==> config.mk <==
export PLATFORM = sky130hd
export DESIGN_NAME = muldiv_unit
export DESIGN_NICKNAME = d
export VERILOG_FILES = /design/src/rtl/muldiv_pkg.sv /design/src/rtl/muldiv_unit.sv
export SDC_FILE = /design/constraint.sdc
export NUM_CORES = 1
export LEC_CHECK = 0
export BUFFER_PORTS_ARGS = -buffer_cell sky130_fd_sc_hd__buf_2
export CAP_MARGIN = 20
export CORE_ASPECT_RATIO = 1.2
export CORE_MARGIN = 2
export CORE_UTILIZATION = 45
export CTS_CLUSTER_DIAMETER = 100
export CTS_CLUSTER_SIZE = 12
export DETAILED_ROUTE_END_ITERATION = 12
export PLACE_DENSITY_LB_ADDON = 0.2
export SKIP_LAST_GASP = 1
export SLEW_MARGIN = 30
export SYNTH_ARGS = -nofsm -noshare
export SYNTH_HDL_FRONTEND = slang
export SYNTH_SLANG_ARGS = --single-unit
==> constraint.sdc <==
create_clock -name clk -period 6.1 [get_ports clk]
set_clock_uncertainty 0.2 [all_clocks]
set_input_delay 0 -clock clk [delete_from_list [all_inputs] [get_ports clk]]
set_output_delay 0 -clock clk [all_outputs]
set_load 0.01 [all_outputs]
==> src/rtl/muldiv_pkg.sv <==
// rtl/muldiv_pkg.sv - shared encodings and defaults for the multiply/divide unit
package muldiv_pkg;

  localparam int WIDTH_DEF = 32;

  typedef enum logic [1:0] {
    OP_MULT  = 2'b00,
    OP_MULTU = 2'b01,
    OP_DIV   = 2'b10,
    OP_DIVU  = 2'b11
  } op_e;

  typedef enum logic [1:0] {
    IDLE = 2'b00,
    RUN  = 2'b01,
    FIX  = 2'b10
  } state_e;

endpackage

==> src/rtl/muldiv_unit.sv <==
// rtl/muldiv_unit.sv - iterative MULT/MULTU/DIV/DIVU unit owning HI/LO
module muldiv_unit
  import muldiv_pkg::*;
#(
  parameter int WIDTH = WIDTH_DEF,
  parameter int CNT_W = 5
) (
  input  logic             clk,
  input  logic             rst_n,
  input  logic             start,
  input  logic [1:0]       op,
  input  logic [WIDTH-1:0] rs_val,
  input  logic [WIDTH-1:0] rt_val,
  input  logic             hi_we,
  input  logic             lo_we,
  input  logic [WIDTH-1:0] wdata,
  output logic             busy,
  output logic             done,
  output logic [WIDTH-1:0] hi,
  output logic [WIDTH-1:0] lo
);

  localparam logic [CNT_W-1:0] LAST_CNT = CNT_W'(WIDTH - 1);

  state_e           state_q, state_d;
  logic [CNT_W-1:0] cnt_q, cnt_d;
  logic             div_q, div_d;      // 1: divide, 0: multiply
  logic [WIDTH-1:0] b_q, b_d;          // multiplicand magnitude or divisor magnitude
  logic [WIDTH-1:0] rem_q, rem_d;      // product high half / partial remainder
  logic [WIDTH-1:0] quo_q, quo_d;      // multiplier bits / dividend-then-quotient
  logic [WIDTH-1:0] rs_raw_q, rs_raw_d; // original dividend, returned on divide by zero
  logic             neg_q, neg_d;      // negate product or quotient
  logic             rneg_q, rneg_d;    // negate remainder
  logic             dz_q, dz_d;        // divisor was zero
  logic [WIDTH-1:0] hi_q, hi_d;
  logic [WIDTH-1:0] lo_q, lo_d;
  logic             done_q, done_d;

  logic             sgn, rs_neg, rt_neg;
  logic [WIDTH-1:0] rs_mag, rt_mag;
  logic [WIDTH:0]   mul_sum;
  logic [WIDTH:0]   div_shift;
  logic             div_ge;
  logic [2*WIDTH-1:0] prod;

  // State register
  always_ff @(posedge clk or negedge rst_n) begin
    if (!rst_n) begin
      state_q <= IDLE;
    end else begin
      state_q <= state_d;
    end
  end

  // Datapath and HI/LO registers
  always_ff @(posedge clk or negedge rst_n) begin
    if (!rst_n) begin
      cnt_q    <= '0;
      div_q    <= 1'b0;
      b_q      <= '0;
      rem_q    <= '0;
      quo_q    <= '0;
      rs_raw_q <= '0;
      neg_q    <= 1'b0;
      rneg_q   <= 1'b0;
      dz_q     <= 1'b0;
      hi_q     <= '0;
      lo_q     <= '0;
      done_q   <= 1'b0;
    end else begin
      cnt_q    <= cnt_d;
      div_q    <= div_d;
      b_q      <= b_d;
      rem_q    <= rem_d;
      quo_q    <= quo_d;
      rs_raw_q <= rs_raw_d;
      neg_q    <= neg_d;
      rneg_q   <= rneg_d;
      dz_q     <= dz_d;
      hi_q     <= hi_d;
      lo_q     <= lo_d;
      done_q   <= done_d;
    end
  end

  // Next-state, one iteration step per RUN cycle, sign fix-up in FIX
  always_comb begin
    state_d   = state_q;
    cnt_d     = cnt_q;
    div_d     = div_q;
    b_d       = b_q;
    rem_d     = rem_q;
    quo_d     = quo_q;
    rs_raw_d  = rs_raw_q;
    neg_d     = neg_q;
    rneg_d    = rneg_q;
    dz_d      = dz_q;
    hi_d      = hi_q;
    lo_d      = lo_q;
    done_d    = 1'b0;
    sgn       = (op == OP_MULT) || (op == OP_DIV);
    rs_neg    = sgn & rs_val[WIDTH-1];
    rt_neg    = sgn & rt_val[WIDTH-1];
    rs_mag    = rs_neg ? (~rs_val + 1'b1) : rs_val;
    rt_mag    = rt_neg ? (~rt_val + 1'b1) : rt_val;
    mul_sum   = '0;
    div_shift = '0;
    div_ge    = 1'b0;
    prod      = '0;

    case (state_q)
      IDLE: begin
        // Direct HI/LO writes only land while idle; a start on the same edge
        // will overwrite them with its result later.
        if (hi_we) hi_d = wdata;
        if (lo_we) lo_d = wdata;
        if (start) begin
          state_d  = RUN;
          cnt_d    = '0;
          div_d    = op[1];
          rem_d    = '0;
          rs_raw_d = rs_val;
          neg_d    = rs_neg ^ rt_neg;
          rneg_d   = rs_neg;
          dz_d     = (rt_val == '0);
          if (op[1]) begin
            b_d   = rt_mag;
            quo_d = rs_mag;
          end else begin
            b_d   = rs_mag;
            quo_d = rt_mag;
          end
        end
      end

      RUN: begin
        if (!div_q) begin
          // Right-shifting shift-add: {rem,quo} converges to the product.
          mul_sum = {1'b0, rem_q} + (quo_q[0] ? {1'b0, b_q} : '0);
          rem_d   = mul_sum[WIDTH:1];
          quo_d   = {mul_sum[0], quo_q[WIDTH-1:1]};
        end else begin
          // Restoring division: shift in the next dividend bit, subtract if it fits.
          div_shift = {rem_q, quo_q[WIDTH-1]};
          div_ge    = (div_shift >= {1'b0, b_q});
          if (div_ge) begin
            rem_d = WIDTH'(div_shift - {1'b0, b_q});
          end else begin
            rem_d = div_shift[WIDTH-1:0];
          end
          quo_d = {quo_q[WIDTH-2:0], div_ge};
        end
        cnt_d = cnt_q + CNT_W'(1);
        if (cnt_q == LAST_CNT) state_d = FIX;
      end

      FIX: begin
        if (div_q) begin
          if (dz_q) begin
            hi_d = rs_raw_q;
            lo_d = '1;
          end else begin
            lo_d = neg_q  ? (~quo_q + 1'b1) : quo_q;
            hi_d = rneg_q ? (~rem_q + 1'b1) : rem_q;
          end
        end else begin
          prod = {rem_q, quo_q};
          if (neg_q) prod = ~prod + 1'b1;
          hi_d = prod[2*WIDTH-1:WIDTH];
          lo_d = prod[WIDTH-1:0];
        end
        done_d  = 1'b1;
        cnt_d   = '0;
        state_d = IDLE;
      end

      default: state_d = IDLE;
    endcase
  end

  assign busy = (state_q != IDLE);
  assign done = done_q;
  assign hi   = hi_q;
  assign lo   = lo_q;

endmodule

Yosys cells after proc, flatten, opt, wreduce, memory -nomap -nowiden
Index checks and enable logic that the tools add are counted.

Logic and storage cells: 81. Register bits after elaboration: 204. Input bits: 103. Output and inout port bits: 66.

Muxes and demuxes: 29. Bitwise gates (word level): 8. Reductions and logical operators: 14. Eq/ne operators: 8. Order comparisons: 1. Add/sub/neg operators: 8.

Operators with widths (count): $mux W32 (18); $pmux W32 S2 (4); $add A32 B1 Y32 const B (4); $not A32 Y32 (4); $add A64 B1 Y64 const B (1); $mux W64 (1); $not A64 Y64 (1); $add A32 B32 Y33 (1); $ge A33 B32 Y1 (1); $logic_not A32 Y1 (1); $sub A32 B32 Y32 (1); $pmux W5 S3 (1); $reduce_and A2 Y1 (6); $ne A2 B2 Y1 const B (4); $reduce_bool A2 Y1 (3); $add A5 B1 Y5 const B (1); $eq A5 B5 Y1 const B (1); $mux W5 (1); $eq A2 B2 Y1 const B (2); $logic_not A2 Y1 (2); $mux W2 (2); $pmux W2 S2 (1); $reduce_bool A3 Y1 (1); $and A1 B1 Y1 (2); 4 further kinds (4).

Longest topological paths before layout
Depth after elaboration: 7. Mapped depth: 15. Depth with buffers taken out: 13.

Least setup slack after synthesis
No wires, ideal clock.

Path type: reg2reg. Start point: reg quo_q[0]. End point: reg rem_q[31]. Library setup time: 121 ps. Data required time: 5779 ps. Cell stages (with the launch flop): 13. Period minus slack after synthesis: 3514 ps. Arrival: 3193 ps. Slack: 2586 ps. Path through: dfrtp_1 -> inv_1 -> clkbuf_1 -> nor2_1 -> ha_1 -> or4_1 -> o21ai_0 -> a21oi_1 -> o32a_1 -> a31o_2 -> a311oi_1 -> nor3_1 -> o22a_1.

Word-level cells in the longest chain between the ends: 4.

RTL lines: from (decl) (RTL line muldiv_unit.sv:30) `logic [WIDTH-1:0] quo_q, quo_d;`; from (signal assigned) (RTL line muldiv_unit.sv:75) `quo_q <= quo_d;`; $mux W32 (RTL line muldiv_unit.sv:139) `mul_sum = {1'b0, rem_q} + (quo_q[0] ? {1'b0, b_q} : '0);`; $add A32 B32 Y33 (RTL line muldiv_unit.sv:139); $mux W32 (RTL line muldiv_unit.sv:137) `if (!div_q) begin`; $pmux W32 S2 (RTL line muldiv_unit.sv:111) `case (state_q)`; to (signal assigned) (RTL line muldiv_unit.sv:74) `rem_q <= rem_d;`; to (decl) (RTL line muldiv_unit.sv:29) `logic [WIDTH-1:0] rem_q, rem_d;`.

No other way between the ends. A chain may end at the register's enable or synchronous reset.

Worst setup path after layout
Ends and elaborated chain as after synthesis.

==> results by group <==
Run status
  • Status: complete, no violations

Placement
  • Final GP Congestion: 0.963
  • HPWL after detailed placement: between 50 and 60 mm
  • Buffers added on ports: between 150 and 200
  • Placement Cell Area: 18100 µm²
  • DP Worst Slack: between 1500 and 2000 ps

Routing
  • DR vias/cell: about 6.2
  • Routed WL: around 69 mm
  • DR iter-0 viols: approximately 1.7k
  • DRT Pass-1 Iters: 6
  • Wirelength per Cell: 24.0 µm
  • Vias: 17.9k
  • Drt drc: 0
  • Final ANT Viol Nets: 0

Power and ir drop
  • Sw Share: 0.521
  • Pwr dens: around 600 nW/µm²
  • Seq pwr share: 0.258
  • NetSw: 6.19 mW
  • P_int: 5.69 mW
  • Comb pwr share: 0.646
  • Power share of the clock group: 0.096
  • P_leak: about 8.5 nW
  • Tot Pwr: 11.9 mW
  • Peak supply drop: approximately 0.0004 V

Logic synthesis
  • Syn_area_per_cell: between 7 and 8 µm²
  • Synth Warn #: 0
  • Simple-gate share of the synthesized area: 0.193
  • Cells after Synth: approximately 2.2k
  • Synth Area in Compound Gates: 0.254
  • Sequential cell area fraction in the yosys report: 0.300
  • Post-Synth XOR/XNOR Area: 0.105
  • Post-synth top area cell: dfrtp_1
  • Post-synth EDFFs: 0
  • Synth top area share: 0.300
  • Mux cell area share after synthesis: 0.0407
  • Area contributors post-synth: dfrtp_1 30%, o21ai_0 7.5%, nand2_1 7.4%, xnor2_1 5.8%, ha_1 5.1%
  • Largest family of logic cells by synthesized area: compound AO/OA/AOI/OAI gates
  • Register bit total from synthesis: roughly 200
  • Syn nets: ~2.4k
  • Synthesized area: between 15000 and 20000 µm²
  • Synth async-reset ratio: 1.00
  • Post-synth cell types: 72
  • Main synth FF type: dfrtp_1
  • Post-synthesis adder-cell area fraction: 0.0538

Finish
  • Share of cells above drive strength 1: 0.110
  • Register area: around 5000 µm²
  • Filler Cells Inserted: about 3.6k
  • P&R area growth vs syn: 16.6%
  • Util after Layout: 0.528
  • Final #Nets: around 2.6k
  • Fin area: 19800 µm²
  • Multi-input gate area: between 10000 and 15000 µm²

Clock network
  • Clock Tree Buf Depth: 3
  • CTS tree: yes
  • Buffer count from post-CTS setup fixing: 0
  • H-Tree Level Count: 1
  • Worst-path clk slew: approximately 70 ps
  • CTS Sinks: about 200
  • Clock root buffer: clkbuf_16
  • Worst-Skew Late Latency: about 530 ps
  • Number of hold-repair buffers added at the cts stage: 115
  • Num CTS Buffers: 20
  • Post-cts resize count: 0

Global route
  • Largest net degree at the start of global routing: ~170
  • Initial antenna violation count: 5
  • Grt total ovfl: 0
  • Vias in the first global route: around 17k
  • Gr usage total: 0.341
  • First-pass GRT wire length: between 100 and 150 mm

Timing
  • Count of final setup violators: 0
  • Final worst path period share: 0.702
  • Crit path time final: approximately 4300 ps
  • Slew HR: 0.357
  • Post-route setup slack: about 1800 ps
  • Setup TNS Final: 0 ps
  • Worst slew pin tran: 964 ps
  • Max-slew violations: 0
  • Final Hold Fails: 0
  • F_max: approximately 0.23 GHz
  • Unrepaired setup endpoints after global routing: no

Die
  • DIE WIDTH: around 180 µm
  • Core Area: between 30000 and 40000 µm²
  • Initial Util: 0.453
  • FP Rows: 78
  • I/O Pins: about 170
  • Die extent in y: between 200 and 250 µm
  • Die area: between 30000 and 40000 µm²

Worst setup path
  • CP arrival: 4510 ps
  • Critical Path Source Type: register
  • Crit. End Element: register
  • WS Path Type: register to register
  • WP data required: about 6300 ps
  • Critical path peak fanout: 20

Job
  • Max Cap Viol: 0

Min path
  • Tightest Hold Check Type: input port to register
-- registers in the layout, indices dropped and copies added (netlist names), 2 cells and up --
register and cells:
hi 32, lo 32, b_q 32, quo_q 32
rem_q 32, rs_raw_q 32, cnt_q 5, state_q 2
-- path summary, 6_finish.rpt --
| kind | start | endpoint | slack (ps) | cells past startpoint |
|---|---|---|---|---|
| max reg2reg | quo_q[0] | rem_q[31] | 1820 | 12 |
| min in group asynchronous | rst_n | hi[23] | 350 | 4 |
| min reg2reg | lo[6] | lo[6] | 270 | 2 |
| max in group asynchronous | rst_n | neg_q | 4360 | 5 |
| max | quo_q[0] | rem_q[31] | 1820 | 12 |
| min | wdata[23] | hi[23] | 50 | 4 |
-- placed cells by master (no fill, tap or decap), drive strengths merged, types with 23 or more instances in the layout --
cell type,instances
nor3,31
dlygate4sd3,114
a21o,26
nand2,334
nand3,35
o22ai,40
o211ai,25
o31ai,34
nor2,159
xnor2,113
o21ai,257
inv,70
a21oi,163
xor2,91
clkbuf,24
mux2i,58
buf,196
a22oi,23
dfrtp,204
ha,70
-- cell usage after synthesis (26+ instances only) --
master	number
nand2_1	334
o21ai_0	254
dfrtp_1	204
a21oi_1	163
nor2_1	159
clkbuf_1	147
xnor2_1	113
xor2_1	91
ha_1	70
inv_1	70
mux2i_1	58
o22ai_1	40
nand3_1	35
o31ai_1	34
nor3_1	31
a21o_1	26
-- layout make-up --
class | instances | area share
clock inverters | 1 | 0.000820
diodes | 3 | 0.000378
repair buffers | 311 | 0.116
inverters | 70 | 0.0132
multi-input cells | 1774 | 0.556
well taps | 480 | 0.0303
clock buffers | 23 | 0.0258
flip-flops and latches | 204 | 0.258
-- power by group through the flow --
stage / clock, mW / sequential, mW / combinational [mW]
4_1_cts: 1.16 / 3.00 / 7.57
6_report: 1.15 / 3.06 / 7.67
3_3_place_gp: 0 / 3.00 / 7.38
2_1_floorplan: 0 / 2.56 / 5.49
3_5_place_dp: 0 / 3.03 / 7.46
5_1_grt: 1.21 / 3.11 / 8.37
-- critical path, stage by stage (launching register included) --
cell and delay, ps:
dfrtp_1 490, inv_1 420, buf_4 330, nor2_1 70
ha_1 200, or4_1 500, o21ai_0 330, a21oi_1 170
o32a_1 420, a31o_2 290, a311oi_1 420, nor3_1 100
o22a_1 230
-- metrics by stage --
| stage | hold slack [ps] | cells |
|---|---|---|
| 2_1_floorplan | -496 | 2217 |
| 3_3_place_gp | -255 | 2721 |
| 3_5_place_dp | -248 | 2723 |
| 4_1_cts | 44.6 | 2862 |
| 5_1_grt | 71.2 | 2863 |
| 6_report | 48.3 | 2866 |
-- layer usage --
layer  wire, µm  GRT usage  vias up
li1           -          -     8232
met3       5010     0.0504      220
met5          0          0        -
met4       5290      0.223        0
met1      26500      0.414     8552
met2      31900      0.567      850
-- cell families (layout without fill, tap and decap cells) --
logic type               Yosys count  after routing
AO/OA/AOI/OAI                    707            707
XOR/XNOR                         204            204
adder cells (fa/ha/maj)           72             72
buffers and inverters            239            405
flip-flops                       204            204
multiplexers                      68             68
other                              0              3
AND/OR/NAND/NOR                  723            723
No activity file was read; power rests on OpenSTA's default activity.
